`config.mk`:
```
export PLATFORM = sky130hd
export DESIGN_NAME = bit_stream_source_flat
export DESIGN_NICKNAME = d
export VERILOG_FILES = /design/src/rtl/bit_stream_source_pkg.sv /design/src/rtl/bit_stream_source_if.sv /design/src/rtl/bit_stream_source.sv /design/src/flat_wrapper.sv
export SDC_FILE = /design/constraint.sdc
export NUM_CORES = 1
export LEC_CHECK = 0
export BUFFER_PORTS_ARGS = -buffer_cell sky130_fd_sc_hd__buf_2
export CAP_MARGIN = 20
export CORE_MARGIN = 1
export CORE_UTILIZATION = 51
export CTS_BUF_LIST = sky130_fd_sc_hd__clkbuf_8
export DETAILED_ROUTE_END_ITERATION = 8
export PLACE_DENSITY = 0.79
export SYNTH_ARGS = -nofsm -noshare
export SYNTH_HDL_FRONTEND = slang
export SYNTH_SLANG_ARGS = --single-unit
```
`constraint.sdc`:
```
create_clock -name clk -period 2 [get_ports clk]
set_clock_uncertainty 0.15 [all_clocks]
set_input_delay 0.4 -clock clk [delete_from_list [all_inputs] [get_ports clk]]
set_output_delay 0.4 -clock clk [all_outputs]
set_load 0.01 [all_outputs]
```
`src/rtl/bit_stream_source_pkg.sv`:
```
// Shared definitions for the bit-reversal datapath: ASCII codes, run states
// and the position-to-bit-index mapping used by source, core and sink.
package bitrev_pkg;
  localparam logic [7:0] ASCII_ZERO = 8'h30;
  localparam logic [7:0] ASCII_ONE  = 8'h31;

  typedef enum logic [0:0] {IDLE, STREAM} state_t;

  // pos counts transfers within a word; msb selects which end it counts from
  function automatic int bit_sel_idx(input int pos, input logic msb, input int width);
    return msb ? (width - 1 - pos) : pos;
  endfunction
endpackage

```
`src/rtl/bit_stream_source_if.sv`:
```
// Valid/ready character stream carrying one bit of the word per transfer.
interface bit_stream_source_if #(parameter int WIDTH = 8);
  localparam int IDX_W = (WIDTH > 1) ? $clog2(WIDTH) : 1;

  logic             out_valid;
  logic             out_ready;
  logic [7:0]       out_char;
  logic             out_bit;
  logic [IDX_W-1:0] out_idx;
  logic             out_last;

  modport master (output out_valid, out_char, out_bit, out_idx, out_last, input out_ready);
  modport slave  (input out_valid, out_char, out_bit, out_idx, out_last, output out_ready);
endinterface

```
`src/rtl/bit_stream_source.sv`:
```
// Streams a held WIDTH-bit word one ASCII '0'/'1' per transfer, LSB- or
// MSB-first, single-shot or wrapping until stopped.
module bit_stream_source
  import bitrev_pkg::*;
#(
  parameter int WIDTH = 8
) (
  input  logic             clk,
  input  logic             reset,
  input  logic             load,
  input  logic [WIDTH-1:0] load_word,
  input  logic             start,
  input  logic             msb_first,
  input  logic             continuous,
  input  logic             stop,
  bit_stream_source_if.master sif,
  output logic             busy,
  output logic             done
);
  localparam int IDX_W = (WIDTH > 1) ? $clog2(WIDTH) : 1;
  localparam logic [IDX_W-1:0] LAST_POS = IDX_W'(WIDTH - 1);

  state_t           state;
  logic [WIDTH-1:0] word_q;
  logic [IDX_W-1:0] pos;
  logic [IDX_W-1:0] idx;
  logic             msb_q;
  logic             cont_q;
  logic             stop_pending;
  logic             xfer;
  logic             at_last;

  // Presented bit is a pure function of registers, so it holds through stalls
  assign idx     = IDX_W'(bit_sel_idx(int'(pos), msb_q, WIDTH));
  assign at_last = (pos == LAST_POS);
  assign xfer    = sif.out_valid & sif.out_ready;

  assign sif.out_valid = (state == STREAM);
  assign sif.out_bit   = word_q[idx];
  assign sif.out_char  = word_q[idx] ? ASCII_ONE : ASCII_ZERO;
  assign sif.out_idx   = idx;
  assign sif.out_last  = at_last;
  assign busy          = (state == STREAM);

  always_ff @(posedge clk or negedge reset) begin
    if (!reset) begin
      state        <= IDLE;
      word_q       <= '0;
      pos          <= '0;
      msb_q        <= 1'b0;
      cont_q       <= 1'b0;
      stop_pending <= 1'b0;
      done         <= 1'b0;
    end else begin
      done <= 1'b0;
      case (state)
        IDLE: begin
          if (load) word_q <= load_word;
          if (start) begin
            msb_q        <= msb_first;
            cont_q       <= continuous;
            pos          <= '0;
            stop_pending <= 1'b0;
            state        <= STREAM;
          end
        end
        STREAM: begin
          if (stop) stop_pending <= 1'b1;
          if (xfer) begin
            if (!at_last) begin
              pos <= pos + 1'b1;
            end else if (cont_q && !(stop_pending || stop)) begin
              pos <= '0;
            end else begin
              pos          <= '0;
              stop_pending <= 1'b0;
              done         <= 1'b1;
              state        <= IDLE;
            end
          end
        end
        default: state <= IDLE;
      endcase
    end
  end
endmodule

```
`src/flat_wrapper.sv`:
```
// flat-port wrapper written by rule: the top's interface ports become plain ports
module bit_stream_source_flat import bitrev_pkg::*;
#(
  parameter int WIDTH = 8
)
  (clk, reset, load, load_word, start, msb_first, continuous, stop, busy, done, sif_out_valid, sif_out_char, sif_out_bit, sif_out_idx, sif_out_last, sif_out_ready);
  bit_stream_source_if #(.WIDTH(WIDTH)) sif_i ();
  input  logic clk;
  input  logic reset;
  input  logic load;
  input  logic [WIDTH-1:0] load_word;
  input  logic start;
  input  logic msb_first;
  input  logic continuous;
  input  logic stop;
  output logic busy;
  output logic done;
  output wire logic [$bits(sif_i.out_valid)-1:0] sif_out_valid;
  output wire logic [$bits(sif_i.out_char)-1:0] sif_out_char;
  output wire logic [$bits(sif_i.out_bit)-1:0] sif_out_bit;
  output wire logic [$bits(sif_i.out_idx)-1:0] sif_out_idx;
  output wire logic [$bits(sif_i.out_last)-1:0] sif_out_last;
  input wire logic [$bits(sif_i.out_ready)-1:0] sif_out_ready;
  assign sif_out_valid = sif_i.out_valid;
  assign sif_out_char = sif_i.out_char;
  assign sif_out_bit = sif_i.out_bit;
  assign sif_out_idx = sif_i.out_idx;
  assign sif_out_last = sif_i.out_last;
  assign sif_i.out_ready = sif_out_ready;
  bit_stream_source #(.WIDTH(WIDTH)) u_core (.clk(clk), .reset(reset), .load(load), .load_word(load_word), .start(start), .msb_first(msb_first), .continuous(continuous), .stop(stop), .sif(sif_i), .busy(busy), .done(done));
endmodule
```
======== Word-level counts from Yosys, hierarchy flattened ========
Index checks and enable logic that the tools add are counted.
operators by class
  magnitude comparators ................... 1
  $add $sub $neg .......................... 2
  equality and inequality tests ........... 3
  mux-type cells .......................... 23
  reductions and logical operators ........ 6
  bitwise operators ....................... 2
operator list
  cell                                                 number
  2-to-1 mux 1 bit                                     15
  2-to-1 mux 3 bit                                     4
  case mux 3 bit (2 select lines)                      1
  AND reduction 2 bit                                  3
  < comparator 3 x 4 -> 1 bit (second input constant)  1
  inequality test 2 bit (second input constant)        2
  case mux 1 bit (2 select lines)                      2
  adder 3 x 1 -> 3 bit (second input constant)         1
  binary-select mux 1 bit (select 3 bit)               1
  == test 3 bit (second input constant)                1
  subtractor 3 bit (first input constant)              1
  AND 1 bit                                            1
  logical AND 1 bit                                    1
  zero test 1 bit                                      1
  logical OR 1 bit                                     1
  inverter 1 bit                                       1
storage, ports and cells
  output and inout bits ................... 16
  bits in registers ....................... 16
  bits of input ports ..................... 16
  word-level logic and storage cells ...... 44

======== Logic depth before layout (Yosys ltp) ========
  depth after elaboration ................. 7
  gate-level depth with buffers ........... 5
  depth with buffers taken out ............ 5

======== Worst setup path before layout ========
Ideal clock, no wire load.
  path type ............................... register to output
  start point ............................. register u_core.pos[1]
  end point ............................... output sif_out_char[0]
  slack ................................... 20 ps
  arrival time ............................ 1430 ps
  data required time ...................... 1450 ps
  buffers on the path ..................... 2
  cell stages (with the launch flop) ...... 6
  cell sequence ........................... dfrtp_1 buf_6 mux4_1 mux2i_1 mux2i_1 buf_4
between the ends
  cells in the longest elaborated chain, start to end .. 5
ends and longest elaborated chain
  what                                        line                         source
  from (decl)                                 bit_stream_source.sv:25      logic [IDX_W-1:0] pos;
  from (signal assigned)                      bit_stream_source.sv:71      pos <= pos + 1'b1;
  subtractor 3 bit                            bit_stream_source_pkg.sv:11  return msb ? (width - 1 - pos) : pos;
  2-to-1 mux 3 bit (*)                        bit_stream_source_pkg.sv:11
  binary-select mux 1 bit (select 3 bit) (*)  --
  2-to-1 mux 1 bit (*)                        --
  via sif_out_bit                             flat_wrapper.sv:20           output wire logic [$bits(sif_i.out_bit)-1:0] sif_out_bit;
  2-to-1 mux 1 bit (*)                        bit_stream_source.sv:40      assign sif.out_char = word_q[idx] ? ASCII_ONE : ASCII_ZERO;
  to (decl)                                   flat_wrapper.sv:19           output wire logic [$bits(sif_i.out_char)-1:0] sif_out_char;
Mark *: on every way through the listed nets, which the timed path passes. The rest lies on a longest branch. The select of a mux whose other input is x is not followed.

======== Worst setup path after layout ========
  start point ............................. register u_core.pos[1]
  end point ............................... output sif_out_bit
between the ends
  cells in the longest elaborated chain, start to end .. 4
ends and longest elaborated chain
  what                                        line                         source
  subtractor 3 bit                            bit_stream_source_pkg.sv:11
  2-to-1 mux 3 bit (*)                        bit_stream_source_pkg.sv:11
  binary-select mux 1 bit (select 3 bit) (*)  bit_stream_source.sv:39      assign sif.out_bit = word_q[idx];
  2-to-1 mux 1 bit (not written as such) (*)  bit_stream_source.sv:39
  to (decl)                                   flat_wrapper.sv:20
Mark *: on every way between the ends. The rest lies on a longest branch, timed or not. The select of a mux whose other input is x is not followed.

==> results.yml <==
outcome:
  status: "complete, but fails checks"
  failed_checks: "negative setup slack"
clock_tree:
  cts_buffers: 3
  clk_pin_slew_ps: 60
  cts-root-buf: "clkbuf_8"
  clkLatencyLatePin_ps: 240
  cts-htree-levels: 1
  cts_tree: "done"
  clockBufferDepth: 2
  cts.sinks: 16
worst_setup_path:
  crit_path_start: "u_core.pos[1]"
  arrival_ps: 1570
  path_cells: "mux4_2 -> mux2i_1 -> mux2i_1 -> buf_2"
  crit_path_max_incr_delay_ps: 510
  crit_path_end_kind: "primary output"
  cp_slowest_cell: "mux4_2"
  r2r_start: "u_core.pos[1]"
  worstSetupPathType: "flop to primary output"
  crit_buf_inv: 1
  crit_required_ps: 1450
  path_common_cell: "mux2i_1"
  crit_fanout: 5
  start_kind: "flop"
  path_delay_family: "multiplexers"
layout:
  antenna_cells: 0
  postLayoutCellArea_um2: 1069
  syn_to_final_growth_pct: 15.72
  drive_above_1_share: 0.3854
  nets: 115
place:
  dpl_cell_area_um2: 1017
  portBuffers: 24
  gp_congestion: 0.6928
  dp_hpwl_um: 1154
floorplan:
  dieArea_um2: 1985
  num_rows: 15
  core_um2: 1708
  die_height_um: 44.55
  die_x_um: 44.55
  start_util: 0.5407
  ioPinCount: 32
synth:
  synth-compound-area-share: 0.04878
  synth_top_flop_cell: "dfrtp_1"
  synth_most_common_cell: "dfrtp_1"
  async_reset_ff_frac: 1.000
  netlist.area_leader.share: 0.4336
  synth_top_family_by_area: "multiplexers"
  avgSynthCellArea_um2: 12.65
  yosys.area_share.simple: 0.05420
  yosys.area.top_type: "dfrtp_1"
  yosysWarnings: 0
  synth_seq_area_share: 0.4336
  synthTopCellsByArea: "dfrtp_1 (43%), mux2_1 (13%), mux4_1 (11%), buf_4 (7.3%), mux2i_1 (3.3%)"
  netlist_instances: 73
  netlist_area_um2: 923.4
  yosysUniqueCellTypes: 20
  ys_seq_elements: 16
  synth-edff-count: 0
  synth_mux_area_frac: 0.2927
  synth_common_cells: "dfrtp_1 (16), mux2_1 (11), buf_4 (9)"
  synth_xor_area_frac: 0.02846
  synthAdderAreaFrac: 0.02710
route:
  route.detailed.drc: 0
  firstDrtPassIters: 4
  ant_nets: 0
  wl_per_cell_um: 13.04
  via_count: 622
  wirelength_um: 1578
  via_per_inst: 5.140
  drt-initial-drc-count: 9
timing:
  fin_crit_sh: 1.062
  finalSetupViolations: 2
  drv_slew: 0
  rsz0062_at_grt: "yes"
  min_period_ps: 2124
  finalHoldViolations: 0
  final.setup.worst_slack_ps: -124.4
  fmax_ghz: 0.4707
global_route:
  antenna_found_initial: 0
  grt_first_pass_wirelength_um: 2456
  track_usage: 0.1789
  grt_start_max_net_pins: 17
  grt_pass1_vias: 557
  grt.overflow.total: 0
power_and_ir_drop:
  ir_drop_mv: 0.8641
  p_leak_nw: 0.5222
  p_per_area_nw_per_um2: 1577
  fin_total_pwr_mw: 1.685
worst_hold_path:
  hp-start: "start"
  hp-class: "input pin to flop"
flow_run:
  drv_cap: 0
-- worst reg2reg max path, cell delays in order (launching register included) --
cell,delay [ps]
dfrtp_2,460
buf_4,170
ha_1,170
ha_1,260
mux2_2,260
a22o_1,170
-- registers in the layout, summed over array words and instances, names as in the netlist --
| name | cells |
|---|---|
| u_core.done | 1 |
| u_core.word_q | 8 |
| u_core.cont_q | 1 |
| u_core.busy | 1 |
| u_core.msb_q | 1 |
| u_core.stop_pending | 1 |
| u_core.pos | 3 |
-- metal layers --
layer  vias up  share of wire  track usage
met4         0          0.018       0.1030
li1        286              -            -
met1       306           0.46       0.2285
met3         6          0.042      0.02449
met2        24           0.48       0.2912
met5         -              0            0
-- final timing paths --
| check | end | slack [ps] | cells after the start |
|---|---|---|---|
| worst max-delay path | sif_out_bit | -120 | 4 |
| worst min-delay path | u_core.pos[1] | 210 | 2 |
| worst max register to register | u_core.pos[2] | 250 | 5 |
| worst min register to register | u_core.done | 320 | 1 |
| max in group asynchronous | u_core.pos[1] | 980 | 2 |
| min in group asynchronous | u_core.pos[0] | 440 | 2 |
-- cells by family (layout without fill, tap and decap cells) --
logic type                 Yosys count  after routing
xor gates and xnor gates             3              3
and+or+nand+nor                     10             10
muxes                               19             19
other                                2              7
AOI/OAI and AO/OA                    7              7
DFF                                 16             16
adders and majority gates            2              2
buffers and inverters               14             32
-- per-stage QoR --
stage               TNS, ps  instances  hold slack [ps]    util  worst slack (ps)
finish               -248.1        121            209.2  0.6256            -124.4
detailed placement        0        116            174.3  0.5956             49.83
global placement          0        116            171.7  0.5956             109.4
CTS                  -287.5        121            207.1  0.6256            -143.9
floorplan                 0         78           -45.59       -             19.90
global route         -492.7        121            216.0  0.6256            -230.4
-- layout make-up --
cell class                      count  area, µm²
Tap cell                           25      31.28
Sequential cell                    16      401.6
Fill cell                         141      639.4
Multi-Input combinational cell     48      427.9
Timing Repair Buffer               28      152.6
Clock buffer                        4      55.05
-- where the power goes --
group	internal, mW	switching (mW)
logic	0.443	0.316
clock network	0.174	0.105
registers	0.476	0.172
total	1.09	0.593
-- layout by cell type (no fill, tap or decap), types with 3 or more instances in the layout --
master / count
mux2i_1: 3
dfrtp_1: 15
mux4_2: 4
buf_2: 24
xor2_1: 3
clkbuf_8: 4
nor2_1: 3
buf_4: 3
nor2b_1: 3
mux2_1: 11
conb_1: 7
-- repair_timing --
| item | CTS | global route |
|---|---|---|
| setup endpoints to repair | 2 | 3 |
| buffers inserted | 0 | 0 |
| pin swaps | 0 | 0 |
| resized for setup | 5 | 0 |
| hold buffers | 1 | 0 |
| endpoints found under the hold margin | 16 | 0 |
No activity file was read; power rests on OpenSTA's default activity.
